## src/rtl/led_pattern_gen.sv

```systemverilog
// Multi-channel LED pattern generator: per-channel off / PWM / blink / breathe,
// configured through shadow registers loaded on a single-cycle strobe.
module led_pattern_gen #(
  parameter int unsigned N_CH     = 4,
  parameter int unsigned PWM_BITS = 8,
  parameter int unsigned TICK_DIV = 27000,
  parameter int unsigned BLINK_W  = 16
) (
  input  logic                       clk27m,
  input  logic                       rst_n,
  input  logic                       cfg_load,
  input  logic [2*N_CH-1:0]          mode_in,
  input  logic [PWM_BITS*N_CH-1:0]   duty_in,
  input  logic [BLINK_W-1:0]         blink_half_in,
  output logic [N_CH-1:0]            led_out,
  output logic                       tick_out
);

  localparam int unsigned PresW = (TICK_DIV > 1) ? $clog2(TICK_DIV) : 1;
  localparam logic [PresW-1:0] PresMax = PresW'(TICK_DIV - 1);
  localparam logic [PWM_BITS-1:0] LevelMax = '1;

  typedef enum logic [1:0] {
    ModeOff     = 2'b00,
    ModePwm     = 2'b01,
    ModeBlink   = 2'b10,
    ModeBreathe = 2'b11
  } mode_e;

  logic [PresW-1:0]           presc_q, presc_d;
  logic                       tick;
  logic                       tick_q, tick_d;
  logic [PWM_BITS-1:0]        pwm_cnt_q, pwm_cnt_d;

  logic [2*N_CH-1:0]          mode_q, mode_d;
  logic [PWM_BITS*N_CH-1:0]   duty_q, duty_d;
  logic [BLINK_W-1:0]         half_q, half_d;

  logic [BLINK_W-1:0]         blink_cnt_q, blink_cnt_d;
  logic                       blink_phase_q, blink_phase_d;
  logic [BLINK_W-1:0]         half_eff;
  logic [BLINK_W:0]           blink_cnt_inc;

  logic [PWM_BITS-1:0]        level_q, level_d;
  logic                       dir_q, dir_d;  // 0 = ramping up, 1 = ramping down

  logic [N_CH-1:0]            led_q, led_d;

  always_ff @(posedge clk27m or negedge rst_n) begin
    if (!rst_n) begin
      presc_q       <= '0;
      tick_q        <= 1'b0;
      pwm_cnt_q     <= '0;
      mode_q        <= '0;
      duty_q        <= '0;
      half_q        <= BLINK_W'(1);
      blink_cnt_q   <= '0;
      blink_phase_q <= 1'b0;
      level_q       <= '0;
      dir_q         <= 1'b0;
      led_q         <= '0;
    end else begin
      presc_q       <= presc_d;
      tick_q        <= tick_d;
      pwm_cnt_q     <= pwm_cnt_d;
      mode_q        <= mode_d;
      duty_q        <= duty_d;
      half_q        <= half_d;
      blink_cnt_q   <= blink_cnt_d;
      blink_phase_q <= blink_phase_d;
      level_q       <= level_d;
      dir_q         <= dir_d;
      led_q         <= led_d;
    end
  end

  // Prescaler, PWM counter, shadow capture and the shared pattern engines.
  always_comb begin
    tick          = (presc_q == PresMax);
    presc_d       = tick ? '0 : presc_q + PresW'(1);
    tick_d        = tick;
    pwm_cnt_d     = pwm_cnt_q + PWM_BITS'(1);

    half_eff      = (half_q == '0) ? BLINK_W'(1) : half_q;
    blink_cnt_inc = {1'b0, blink_cnt_q} + (BLINK_W + 1)'(1);

    mode_d        = mode_q;
    duty_d        = duty_q;
    half_d        = half_q;
    blink_cnt_d   = blink_cnt_q;
    blink_phase_d = blink_phase_q;
    level_d       = level_q;
    dir_d         = dir_q;

    // A load restarts the engines and swallows a coincident tick so every
    // channel begins its pattern from the same phase.
    if (cfg_load) begin
      mode_d        = mode_in;
      duty_d        = duty_in;
      half_d        = blink_half_in;
      blink_cnt_d   = '0;
      blink_phase_d = 1'b0;
      level_d       = '0;
      dir_d         = 1'b0;
    end else if (tick) begin
      if (blink_cnt_inc >= {1'b0, half_eff}) begin
        blink_cnt_d   = '0;
        blink_phase_d = ~blink_phase_q;
      end else begin
        blink_cnt_d   = blink_cnt_inc[BLINK_W-1:0];
      end

      if (!dir_q) begin
        // Reaching the top flips direction while holding the peak for one tick.
        if (level_q == LevelMax) begin
          dir_d = 1'b1;
        end else begin
          level_d = level_q + PWM_BITS'(1);
        end
      end else begin
        level_d = level_q - PWM_BITS'(1);
        if (level_q == PWM_BITS'(1)) begin
          dir_d = 1'b0;
        end
      end
    end
  end

  always_comb begin
    led_d = '0;
    for (int i = 0; i < N_CH; i++) begin
      case (mode_e'(mode_q[2*i +: 2]))
        ModeOff:     led_d[i] = 1'b0;
        ModePwm:     led_d[i] = (pwm_cnt_q < duty_q[PWM_BITS*i +: PWM_BITS]);
        ModeBlink:   led_d[i] = blink_phase_q;
        ModeBreathe: led_d[i] = (pwm_cnt_q < level_q);
        default:     led_d[i] = 1'b0;
      endcase
    end
  end

  assign led_out  = led_q;
  assign tick_out = tick_q;

endmodule

```

## config.mk

```make
export PLATFORM = sky130hd
export DESIGN_NAME = led_pattern_gen
export DESIGN_NICKNAME = d
export VERILOG_FILES = /design/src/rtl/led_pattern_gen.sv
export SDC_FILE = /design/constraint.sdc
export NUM_CORES = 1
export LEC_CHECK = 0
export ABC_CLOCK_PERIOD_IN_PS = 6300
export BUFFER_PORTS_ARGS = -buffer_cell sky130_fd_sc_hd__buf_2
export CORE_MARGIN = 2
export CORE_UTILIZATION = 60
export CTS_CLUSTER_DIAMETER = 50
export CTS_CLUSTER_SIZE = 14
export DETAILED_ROUTE_END_ITERATION = 8
export PLACE_DENSITY_LB_ADDON = 0.1
export SLEW_MARGIN = 20
export SYNTH_ARGS = -nofsm -noshare
export SYNTH_HDL_FRONTEND = slang
export SYNTH_SLANG_ARGS = --single-unit
```

## constraint.sdc

```tcl
create_clock -name clk27m -period 6.3 [get_ports clk27m]
set_clock_uncertainty 0.1 [all_clocks]
set_input_delay 0 -clock clk27m [delete_from_list [all_inputs] [get_ports clk27m]]
set_output_delay 0 -clock clk27m [all_outputs]
set_load 0.05 [all_outputs]
```

; ---- Yosys cells after proc, flatten, opt, wreduce, memory -nomap -nowiden
; Cells that the tools add are included.
[word_totals]
register_bits = 110
inputBits = 59
out_inout_bits = 5
word_cells = 69
[classes]
n_addsub = 5
magnitude_cmp = 6
eq_ne = 16
n_mux = 21
n_bitwise = 1
reduce_logical = 9
[op_table]
columns = op, n
row1 = 2-to-1 mux 16 bit, 4
row2 = less-than comparator 8 bit, 5
row3 = 2-to-1 mux 8 bit, 4
row4 = "adder 16 x 1 -> 17 bit, second input constant", 1
row5 = greater-or-equal comparator 17 x 16 -> 1 bit, 1
row6 = "adder 8 x 1 -> 8 bit, second input constant", 2
row7 = "equality test 2 bit, second input constant", 8
row8 = zero test 16 bit, 1
row9 = one-hot mux 1 bit (4 select lines), 4
row10 = "adder 15 x 1 -> 15 bit, second input constant", 1
row11 = "equality test 15 bit, second input constant", 1
row12 = 2-to-1 mux 15 bit, 1
row13 = "equality test 2 x 1 -> 1 bit, second input constant", 4
row14 = "equality test 8 x 1 -> 1 bit, second input constant", 1
row15 = "equality test 8 bit, second input constant", 1
row16 = zero test 2 bit, 4
row17 = 2-to-1 mux 1 bit, 8
row18 = "subtractor 8 x 1 -> 8 bit, second input constant", 1
row19 = AND reduction 2 bit, 2
row20 = nonzero test 2 bit, 2
row21 = "inequality test 3 bit, second input constant", 1
row22 = NOT 1 bit, 1

; ---- Logic depth before layout (Yosys ltp)
; Gate-level depths: netlist of the first run.
[depth]
depth_word = 6
mapped_depth = 16
depth_no_buf = 13

; ---- Worst setup path before layout of the first run
; OpenSTA, ideal clock, no wires.
[synth_timing]
path_type = register to register
from = register blink_cnt_q[0]
to = register blink_cnt_q[1]
setup_time_ns = 0.128
arrival_ns = 3.321
t_required_ns = 6.072
setup_slack_ns = 2.752
stages_incl_launch_ff = 17
path_buffers = 3
period_less_slack_ns = 3.548
cell_sequence = dfrtp_1 -> ha_1 -> nand4_1 -> or3_1 -> clkbuf_1 -> nor3_1 -> xnor2_1 -> inv_1 -> ha_1 -> nand4_1 -> nor2_1 -> o21ai_0 -> a31oi_1 -> or2_2 -> buf_2 -> buf_2 -> o21ai_0
[synth_via]
elab_chain_cells = 5
[synth_lines]
columns = item, line
row1 = start: declaration, 39  ; logic [BLINK_W-1:0] blink_cnt_q, blink_cnt_d;
row2 = start signal: assignment, 69  ; blink_cnt_q <= blink_cnt_d;
row3 = adder 16 x 1 -> 17 bit *, 85  ; blink_cnt_inc = {1'b0, blink_cnt_q} + (BLINK_W + 1)'(1);
row4 = greater-or-equal comparator 17 x 16 -> 1 bit, 106  ; if (blink_cnt_inc >= {1'b0, half_eff}) begin
row5 = 2-to-1 mux 16 bit *, 106
row6 = 2-to-1 mux 16 bit *, 105  ; end else if (tick) begin
row7 = 2-to-1 mux 16 bit *, 97  ; if (cfg_load) begin
; Every way passes the cells marked *; elsewhere a longest branch is shown, timed or not. The select of a mux whose other input is x is not followed.
; A chain may end at the register's enable or synchronous reset.

; ---- Final worst setup path of the first run
[layout_timing]
from = register blink_cnt_q[0]
to = register blink_cnt_q[4]
; Same word-level chain as after synthesis.

==> results of run 1 <==
[registers in the layout (all words and copies together) (netlist names)]
register / count
blink_cnt_q: 16
dir_q: 1
level_q: 8
pwm_cnt_q: 8
duty_q: 32
blink_phase_q: 1
half_q: 16
led_out: 4
presc_q: 15
mode_q: 8
tick_out: 1
[layer usage]
metal	up-vias	wire, um
met4	0	306
met3	30	624
met5	-	0
met1	2522	6420
met2	119	7410
li1	2472	-
[through the flow]
stage	setup slack, ns	std cells	util (%)	area [um^2]
floorplan	2.75	642	-	6080
global placement	2.54	816	66.0	6480
detailed placement	2.36	816	66.0	6480
CTS	2.34	909	75.9	7450
global route	1.94	910	75.9	7460
finish	2.28	910	75.9	7460
[logic make-up (layout without fill, tap and decap cells)]
| logic type | Yosys count | after routing | share of synthesized area (%) |
|---|---|---|---|
| AO/OA/AOI/OAI | 139 | 139 | 14.0 |
| XOR/XNOR | 36 | 36 | 5.19 |
| adder cells (fa/ha/maj) | 57 | 57 | 11.7 |
| buffers and inverters | 87 | 221 | 5.48 |
| flip-flops | 110 | 110 | 45.3 |
| multiplexers | 11 | 11 | 2.04 |
| other | 0 | 1 | 0 |
| AND/OR/NAND/NOR | 202 | 202 | 16.2 |
[what timing repair did]
item                                   4_1_cts  5_1_grt
setup buffers                                0        0
endpoints found under the hold margin       88        0
setup endpoints to repair                    0        0
hold buffers                                77        0
[path summary, 6_finish.rpt]
| check | from | endpoint | slack [ns] |
|---|---|---|---|
| worst max-delay path | blink_cnt_q[0]$_DFFE_PN0P_ | blink_cnt_q[4]$_DFFE_PN0P_ | 2.28 |
| worst min-delay path | cfg_load | half_q[8]$_DFFE_PN0P_ | 0.008 |
| worst max register to register | blink_cnt_q[0]$_DFFE_PN0P_ | blink_cnt_q[4]$_DFFE_PN0P_ | 2.28 |
| worst min register to register | presc_q[0]$_DFF_PN0_ | presc_q[0]$_DFF_PN0_ | 0.36 |
| max in group asynchronous | rst_n | presc_q[5]$_DFF_PN0_ | 4.85 |
| min in group asynchronous | rst_n | duty_q[7]$_DFFE_PN0P_ | 0.39 |
[layout by cell type (no fill, tap or decap), types with 14 or more instances in the layout]
master / Yosys / layout
inv_1: 63 / 63
nand2_1: 93 / 93
xnor2_1: 22 / 22
ha_1: 57 / 57
nor2_1: 22 / 22
dlygate4sd3_1: 0 / 76
buf_2: 5 / 61
nand3_1: 21 / 21
a21oi_1: 17 / 17
xor2_1: 14 / 14
dfrtp_1: 109 / 109
o21ai_0: 68 / 68
[cell type report]
cell class	instances	area share (%)
clock buffers	13	2.27
diodes	1	0.0336
multi-input cells	445	40.1
clock inverters	3	0.235
well taps	133	2.23
inverters	63	3.17
flip-flops and latches	110	36.9
repair buffers	142	15.0
[where the power goes]
group          internal, mW  leakage [nW]  total (mW)  switching [mW]
sequential            0.770          1.38       0.831          0.0610
combinational         0.171          2.11       0.371           0.200
clock                 0.175        0.0954       0.413           0.238
total                  1.12          3.59        1.61           0.499
==> summary.txt, run 1 <==
Status - completed
Bufs and invs on worst path - 1
Core ar. - 9820 um^2
Post-CTS sizing - 0
Top-area cell type share of the netlist area - 44.9%
Filler instances - 696
Worst endpoint required time - 6.45 ns
Min-delay worst type - in -> reg
Final Max Slew Viols - 0
Multi-input gate area - 2990 um^2
Post-synth EDFFs - 0
Final Hold Viols - 0
Synthesized cell area - 6080 um^2
Hold Worst Slack - 0.00843 ns
Met1 Use GR - 37.3%
Global-route wire length before repair - 25.3 mm
Pre-antenna DRT Iters - 5
Starting density of the core - 61.9%
Commonest cells post-synth - 109 x dfrtp_1, 93 x nand2_1, 68 x o21ai_0
Slew Limit Headroom - 37.3%
Worst-path cell chain - ha_1 > nand4_1 > or3_1 > nor3_1 > xnor2_1 > inv_1 > ha_1 > nand4_1 > nor2_1 > o21ai_0 > a31oi_1 > or2_2 > o21ai_0
Synthesized flop and latch total - 110
Die Y-Extent - 105 um
1st-iter DRT viols - 228
Io pins - 64
Synth top area cells - dfrtp_1 45%, ha_1 12%, nand2_1 5.7%
Num CTS Buffers - 9
RSZ-0062 raised after global routing - false
Routed Antenna Nets - 0
Crit-path max cell delay - 0.56 ns
Worst R2R Path Depth - 13
Register area share after synthesis - 45.3%
Worst setup SP type - flop
Gr busiest metal - met2
Max cap viols - 0
Worst Tran Pin Value - 0.940 ns
CTS max path bufs - 2
Clk slew on worst S/H paths - 0.10 ns
Post-synth top flop - dfrtp_1
DRC - 0
Met3 usage - 6.74%
Pwr dens - 217 nW/um^2
Die Footprint - 11,000 um^2
Clock sinks - 110
Syn avg cell area - 9.47 um^2
Max Clk Rate - 249 MHz
Top Family by Delay on Critical Path - simple AND/OR/NAND/NOR gates
Storage cell area - 2750 um^2
GPL Wtd Cong - 0.857
Vias post-DR - 5,143
PortBufs - 63
Total grt overflow - 0
Unique masters post-synth - 56
Worst-skew pair later-pin latency - 0.40 ns
CP Depth - 13
WL per Instance - 16.2 um
Post-synthesis cell count - 642
Syn-to-layout area delta - 22.7%
Synthesized Nets - 758
Final setup TNS - 0 ns
Ys async rst share - 100%
Largest net degree at the start of global routing - 79
All-Layer GR Usage - 29.1%
Cell Rows - 36
Area leader, netlist - dfrtp_1
Layout Nets - 887
WL final - 14.8 mm
Leakage - 3.59 nW
CTS Root Cell - clkbuf_8
Critical Path End Type - flop
CTS tree - built
Shortest period the worst path allows - 4.02 ns
Fin crit share - 63.8%
Chip Width - 105 um
Via density - 5.65
Worst-path fanout max - 15
Setup CP Type - reg -> reg
H-Tree Depth - 3
Most frequent cell after synthesis - dfrtp_1
Hold path depth - 2
Share of layout cells above drive strength 1 - 13.0%
Grt met2 use - 49.0%
Final setup violation count - 0
Initial antenna violation count - 1
Hpwl dp - 9.35 mm
Vias in the first global route - 5,219
Cell at the slowest stage of the critical path - a31oi_1
Maximum VDD drop - 0.000176 V
CP Data Arrival Time - 4.17 ns
Synth warn - 0
Pwr Total - 1.61 mW
Power figures use the tool's default switching activity.
==> run 2: changes to the inputs <==
- ABC_CLOCK_PERIOD_IN_PS: 6300 -> 4000
- CORE_UTILIZATION: 60 -> 59
- clock period: 6.3 -> 4 ns (I/O delays scaled with it)
==> run 2 against run 1 <==
Effect of this change:
- utilization fell by 4.5 points
- die area rose by 1.6%
- clock power rose by 59%
- largest power group unchanged
- sequential power rose by 58%
- maximum frequency rose by 11%
- sequential cell count did not move
- first-iteration DRC count rose by 21%
- power rose by 57%
- wire length fell by 9.2%
- critical endpoint is now blink_phase_q$_DFFE_PN0P_
- final cell count fell by 1.8%
- critical path depth did not move
- combinational power rose by 52%
==> summary.txt, run 2 (synthesis results as in run 1) <==
Clk slew on worst S/H paths - 0.11 ns
WL final - 13.4 mm
DP Worst Slack - 0.377 ns
Pre-antenna DRT Iters - 5
Maximum VDD drop - 0.000229 V
Pwr dens - 348 nW/um^2
Die Footprint - 11,100 um^2
Routed Antenna Nets - 0
Inst Count DP - 821
Diode count - 0
Vias post-DR - 4,943
Total grt overflow - 0
Setup ws final - 0.386 ns
Setup CP Type - reg -> reg
Io pins - 64
Cell at the slowest stage of the critical path - or3_4
CTS tree - built
Fin crit share - 90.4%
Biggest regs - duty_q (32), blink_cnt_q (16), half_q (16)
Final setup TNS - 0 ns
CTS Root Cell - clkbuf_8
Worst-path cell chain - ha_1 > nand4_1 > or3_4 > nor3_1 > xnor2_1 > inv_1 > ha_1 > nand4_1 > o21ai_0 > a21oi_1 > a31oi_1 > or2_2 > a31o_2
WL per Instance - 15.0 um
Global-route wire length before repair - 23.2 mm
Worst setup SP type - flop
Critical Path End Type - flop
Final Hold Viols - 0
Crit-path max cell delay - 0.49 ns
Slew Limit Headroom - 29.7%
Max FFs per register - 32
Top Family by Delay on Critical Path - simple AND/OR/NAND/NOR gates
Die Y-Extent - 106 um
Leakage - 3.53 nW
Pwr Total - 2.53 mW
Max Clk Rate - 277 MHz
PortBufs - 63
All-Layer GR Usage - 26.0%
Largest net degree at the start of global routing - 78
GPL Wtd Cong - 0.827
Register name with the most flops - duty_q
Worst endpoint required time - 4.17 ns
Starting density of the core - 59.7%
Vias in the first global route - 4,945
Hold Worst Slack - 0.0169 ns
Shortest period the worst path allows - 3.61 ns
Most frequent cells in the layout - 109 x dfrtp_1, 93 x nand2_1, 68 x o21ai_0
Final setup violation count - 0
Bufs and invs on worst path - 1
H-Tree Depth - 3
Max cap viols - 0
Final Max Slew Viols - 0
RSZ-0062 raised after global routing - false
Via density - 5.53
Worst-path fanout max - 15
Min-delay worst type - in -> reg
Share of layout cells above drive strength 1 - 13.9%
Worst-skew pair later-pin latency - 0.37 ns
Initial antenna violation count - 0
CP Data Arrival Time - 3.79 ns
DRC - 0
Num CTS Buffers - 9
Commonest non-fill, non-tap cell in the layout - dfrtp_1
Layout Nets - 869
Worst Tran Pin Value - 1.05 ns
Post-CTS Setup Bufs - 0
Syn-to-layout area delta - 19.8%
Status - completed
Chip Width - 106 um
Core ar. - 10,200 um^2
Clock sinks - 110
CTS max path bufs - 2
Final std cells w/o fill - 894
1st-iter DRT viols - 277
Hpwl dp - 9.10 mm
Cell Rows - 37
## run 2: per-layer routing
metal	share of wire, %	global-route usage [%]	vias up	routed length, um
met4	1.5	8.93	0	204
li1	-	-	2438	-
met2	48	42.7	99	6490
met5	0	0	-	0
met3	3.9	3.53	15	524
met1	46	35.8	2391	6180
## run 2: per-stage QoR
step	cell area, um^2	util (%)
final	7280	71.5
after global routing	7280	71.5
after CTS	7270	71.4
after detailed placement	6500	63.8
after global placement	6500	63.8
after floorplan	6080	-
## run 2: cell type report
class	instances	area, um^2
Multi-Input combinational cell	445	3000
Fill cell	769	2900
Sequential cell	110	2750
Timing Repair Buffer	124	921
Inverter	63	236
Tap cell	136	170
Clock buffer	12	165
Clock inverter	4	30.0
## run 2: power breakdown
| part | leakage (nW) | total, mW | internal [mW] | switching, mW |
|---|---|---|---|---|
| Sequential | 1.38 | 1.31 | 1.21 | 0.0954 |
| Clock | 0.0986 | 0.658 | 0.280 | 0.379 |
| Combinational | 2.05 | 0.565 | 0.258 | 0.307 |
| Total | 3.53 | 2.53 | 1.75 | 0.782 |
## run 2: worst register-to-register path, stage by stage, from the launching register on
cell and delay, ns:
dfrtp_1 0.46, ha_1 0.28, nand4_1 0.18, or3_4 0.49, nor3_1 0.25, xnor2_1 0.16, inv_1 0.08, ha_1 0.31
nand4_1 0.11, o21ai_0 0.11, a21oi_1 0.16, a31oi_1 0.12, or2_2 0.43, a31o_2 0.28
## run 2: final timing paths
check,to,from,slack [ns],cells past startpoint
min,level_q[6]$_DFFE_PN0P_,cfg_load,0.02,2
max reg2reg,blink_phase_q$_DFFE_PN0P_,blink_cnt_q[0]$_DFFE_PN0P_,0.39,13
max in group asynchronous,duty_q[11]$_DFFE_PN0P_,rst_n,2.60,3
max,blink_phase_q$_DFFE_PN0P_,blink_cnt_q[0]$_DFFE_PN0P_,0.39,13
min reg2reg,presc_q[0]$_DFF_PN0_,presc_q[0]$_DFF_PN0_,0.37,1
min in group asynchronous,duty_q[4]$_DFFE_PN0P_,rst_n,0.20,2
## run 2: timing repair
item / in CTS / in global routing
endpoints found under the setup margin: 0 / 10
hold endpoints to repair: 131 / 0
hold buffers: 57 / 0
resized for setup: 0 / 2
==> run 3: changes to the inputs <==
- CORE_UTILIZATION: 59 -> 56
- PLACE_DENSITY: not set -> 0.76
- PLACE_DENSITY_LB_ADDON: 0.1 -> not set
==> run 3 against run 2 <==
Effect of this change:
- via count grew 1.3%
- sequential share of layout area fell by 0.15 points
- worst setup slack better by 0.051 ns
- critical path depth stayed put
- final cell count rose by 0.45%
- die area is 5.2% higher
- global-route usage is 0.71 points lower
- count of clock-buffer cells in the layout down 2
- cell area grew 0.40%
- maximum frequency up 1.4%
- power grew 3.2%
- first-iteration DRC count rose by 49%
- largest cell class unchanged
==> summary.txt, run 3 (synthesis results as in run 1) <==
Pre-antenna DRT Iters - 7
Share of layout cells above drive strength 1 - 13.7%
CTS Root Cell - clkbuf_8
Global-route wire length before repair - 23.0 mm
Final Hold Viols - 0
WL per Instance - 15.1 um
Routed Antenna Nets - 0
1st-iter DRT viols - 414
CTS tree - built
Die Footprint - 11,700 um^2
Cell Rows - 38
Worst setup SP type - flop
Status - completed
Final Max Slew Viols - 0
Hold path startpoint - cfg_load
Syn-to-layout area delta - 20.3%
Critical Path End Type - flop
Vias in the first global route - 4,959
Maximum VDD drop - 0.000198 V
Hold path depth - 2
Max cap viols - 0
Final setup violation count - 0
Worst Tran Pin Value - 0.990 ns
Most frequent cells in the layout - 109 x dfrtp_1, 93 x nand2_1, 68 x o21ai_0
Starting density of the core - 56.8%
Clock sinks - 110
Slew Limit Headroom - 33.9%
WL final - 13.6 mm
Worst-path fanout max - 15
Die Y-Extent - 108 um
Filler instances - 791
Total grt overflow - 0
Min-delay worst type - in -> reg
Commonest non-fill, non-tap cell in the layout - dfrtp_1
Layout Nets - 869
CP Data Arrival Time - 3.75 ns
Hpwl dp - 9.22 mm
Pwr dens - 357 nW/um^2
Num CTS Buffers - 9
Via density - 5.57
Endpoint, Worst Hold - level_q[2]$_DFFE_PN0P_
Max FFs per register - 32
Max Clk Rate - 281 MHz
Diode count - 0
Io pins - 64
H-Tree Depth - 3
R2R Path End - blink_cnt_q[10]$_DFFE_PN0P_
Shortest period the worst path allows - 3.56 ns
Worst-skew pair later-pin latency - 0.39 ns
Clk slew on worst S/H paths - 0.10 ns
Final std cells w/o fill - 898
Reg2reg start - blink_cnt_q[0]$_DFFE_PN0P_
DRC - 0
Fin crit share - 89.1%
Biggest regs - duty_q (32), blink_cnt_q (16), half_q (16)
Worst R2R Path Depth - 13
GPL Wtd Cong - 0.878
Register name with the most flops - duty_q
Inst Count DP - 825
PortBufs - 63
Initial antenna violation count - 0
Core ar. - 10,700 um^2
R2r setup slk - 0.44 ns
Leakage - 3.54 nW
Chip Width - 108 um
Pwr Total - 2.61 mW
Largest net degree at the start of global routing - 82
All-Layer GR Usage - 25.3%
RSZ-0062 raised after global routing - false
Setup CP Type - reg -> reg
Vias post-DR - 5,005
CTS max path bufs - 2
Final setup TNS - 0 ns
Worst endpoint required time - 4.18 ns
-- run 3: worst max path at each step --
stage	from	end	slack [ns]	depth (start not counted)
3_5_place_dp	blink_cnt_q[0]$_DFFE_PN0P_	blink_phase_q$_DFFE_PN0P_	0.41	13
2_1_floorplan	blink_cnt_q[0]$_DFFE_PN0P_	blink_cnt_q[1]$_DFFE_PN0P_	0.45	16
5_1_grt	blink_cnt_q[0]$_DFFE_PN0P_	blink_cnt_q[10]$_DFFE_PN0P_	0.09	13
3_3_place_gp	blink_cnt_q[0]$_DFFE_PN0P_	blink_phase_q$_DFFE_PN0P_	0.53	13
4_1_cts	blink_cnt_q[0]$_DFFE_PN0P_	blink_phase_q$_DFFE_PN0P_	0.38	13
6_report	blink_cnt_q[0]$_DFFE_PN0P_	blink_cnt_q[10]$_DFFE_PN0P_	0.44	13
-- run 3: area by class of cell --
class	instances	area [um^2]	area share, %
clock buffers	10	138	1.88
clock inverters	6	85.1	1.16
inverters	63	236	3.24
multi-input cells	445	3000	41.0
flip-flops and latches	110	2750	37.7
well taps	140	175	2.40
repair buffers	124	925	12.6
-- run 3: repair_timing --
action	CTS	global route
hold endpoints to repair	135	0
setup endpoints to repair	0	1
buffers inserted	0	0
hold buffers	57	0
gates resized for setup	0	1
-- run 3: critical path: stages (launching register included) --
cell and delay, ns:
dfrtp_1 0.45, ha_1 0.25, nand4_1 0.15, or3_4 0.47
nor3_1 0.24, xnor2_1 0.17, inv_1 0.07, ha_1 0.31
nand4_1 0.11, o21ai_0 0.10, a21oi_1 0.17, a31oi_1 0.14
or2_2 0.44, o41ai_1 0.28
-- run 3: metrics by stage --
stage                     worst slack [ns]  util (%)  hold slack, ns  cell area (um^2)
after detailed placement             0.409      60.8           0.113              6510
after global placement               0.529      60.8           0.106              6510
after floorplan                      0.452         -          -0.396              6080
final                                0.437      68.3          0.0314              7310
after global routing                0.0903      68.3          0.0608              7310
after CTS                            0.381      68.2          0.0136              7300
-- run 3: per-layer routing --
metal,vias up,wire length (um),track usage [%]
met2,121,6670,42.9
met5,-,0,0
met4,0,372,12.0
met1,2412,6110,32.2
li1,2440,-,-
met3,32,440,3.25
-- run 3: power by group --
group          total [mW]  internal (mW)  switching, mW  leakage, nW
combinational       0.559          0.255          0.304         2.05
sequential           1.31           1.21         0.0952         1.38
clock               0.745          0.367          0.378        0.108
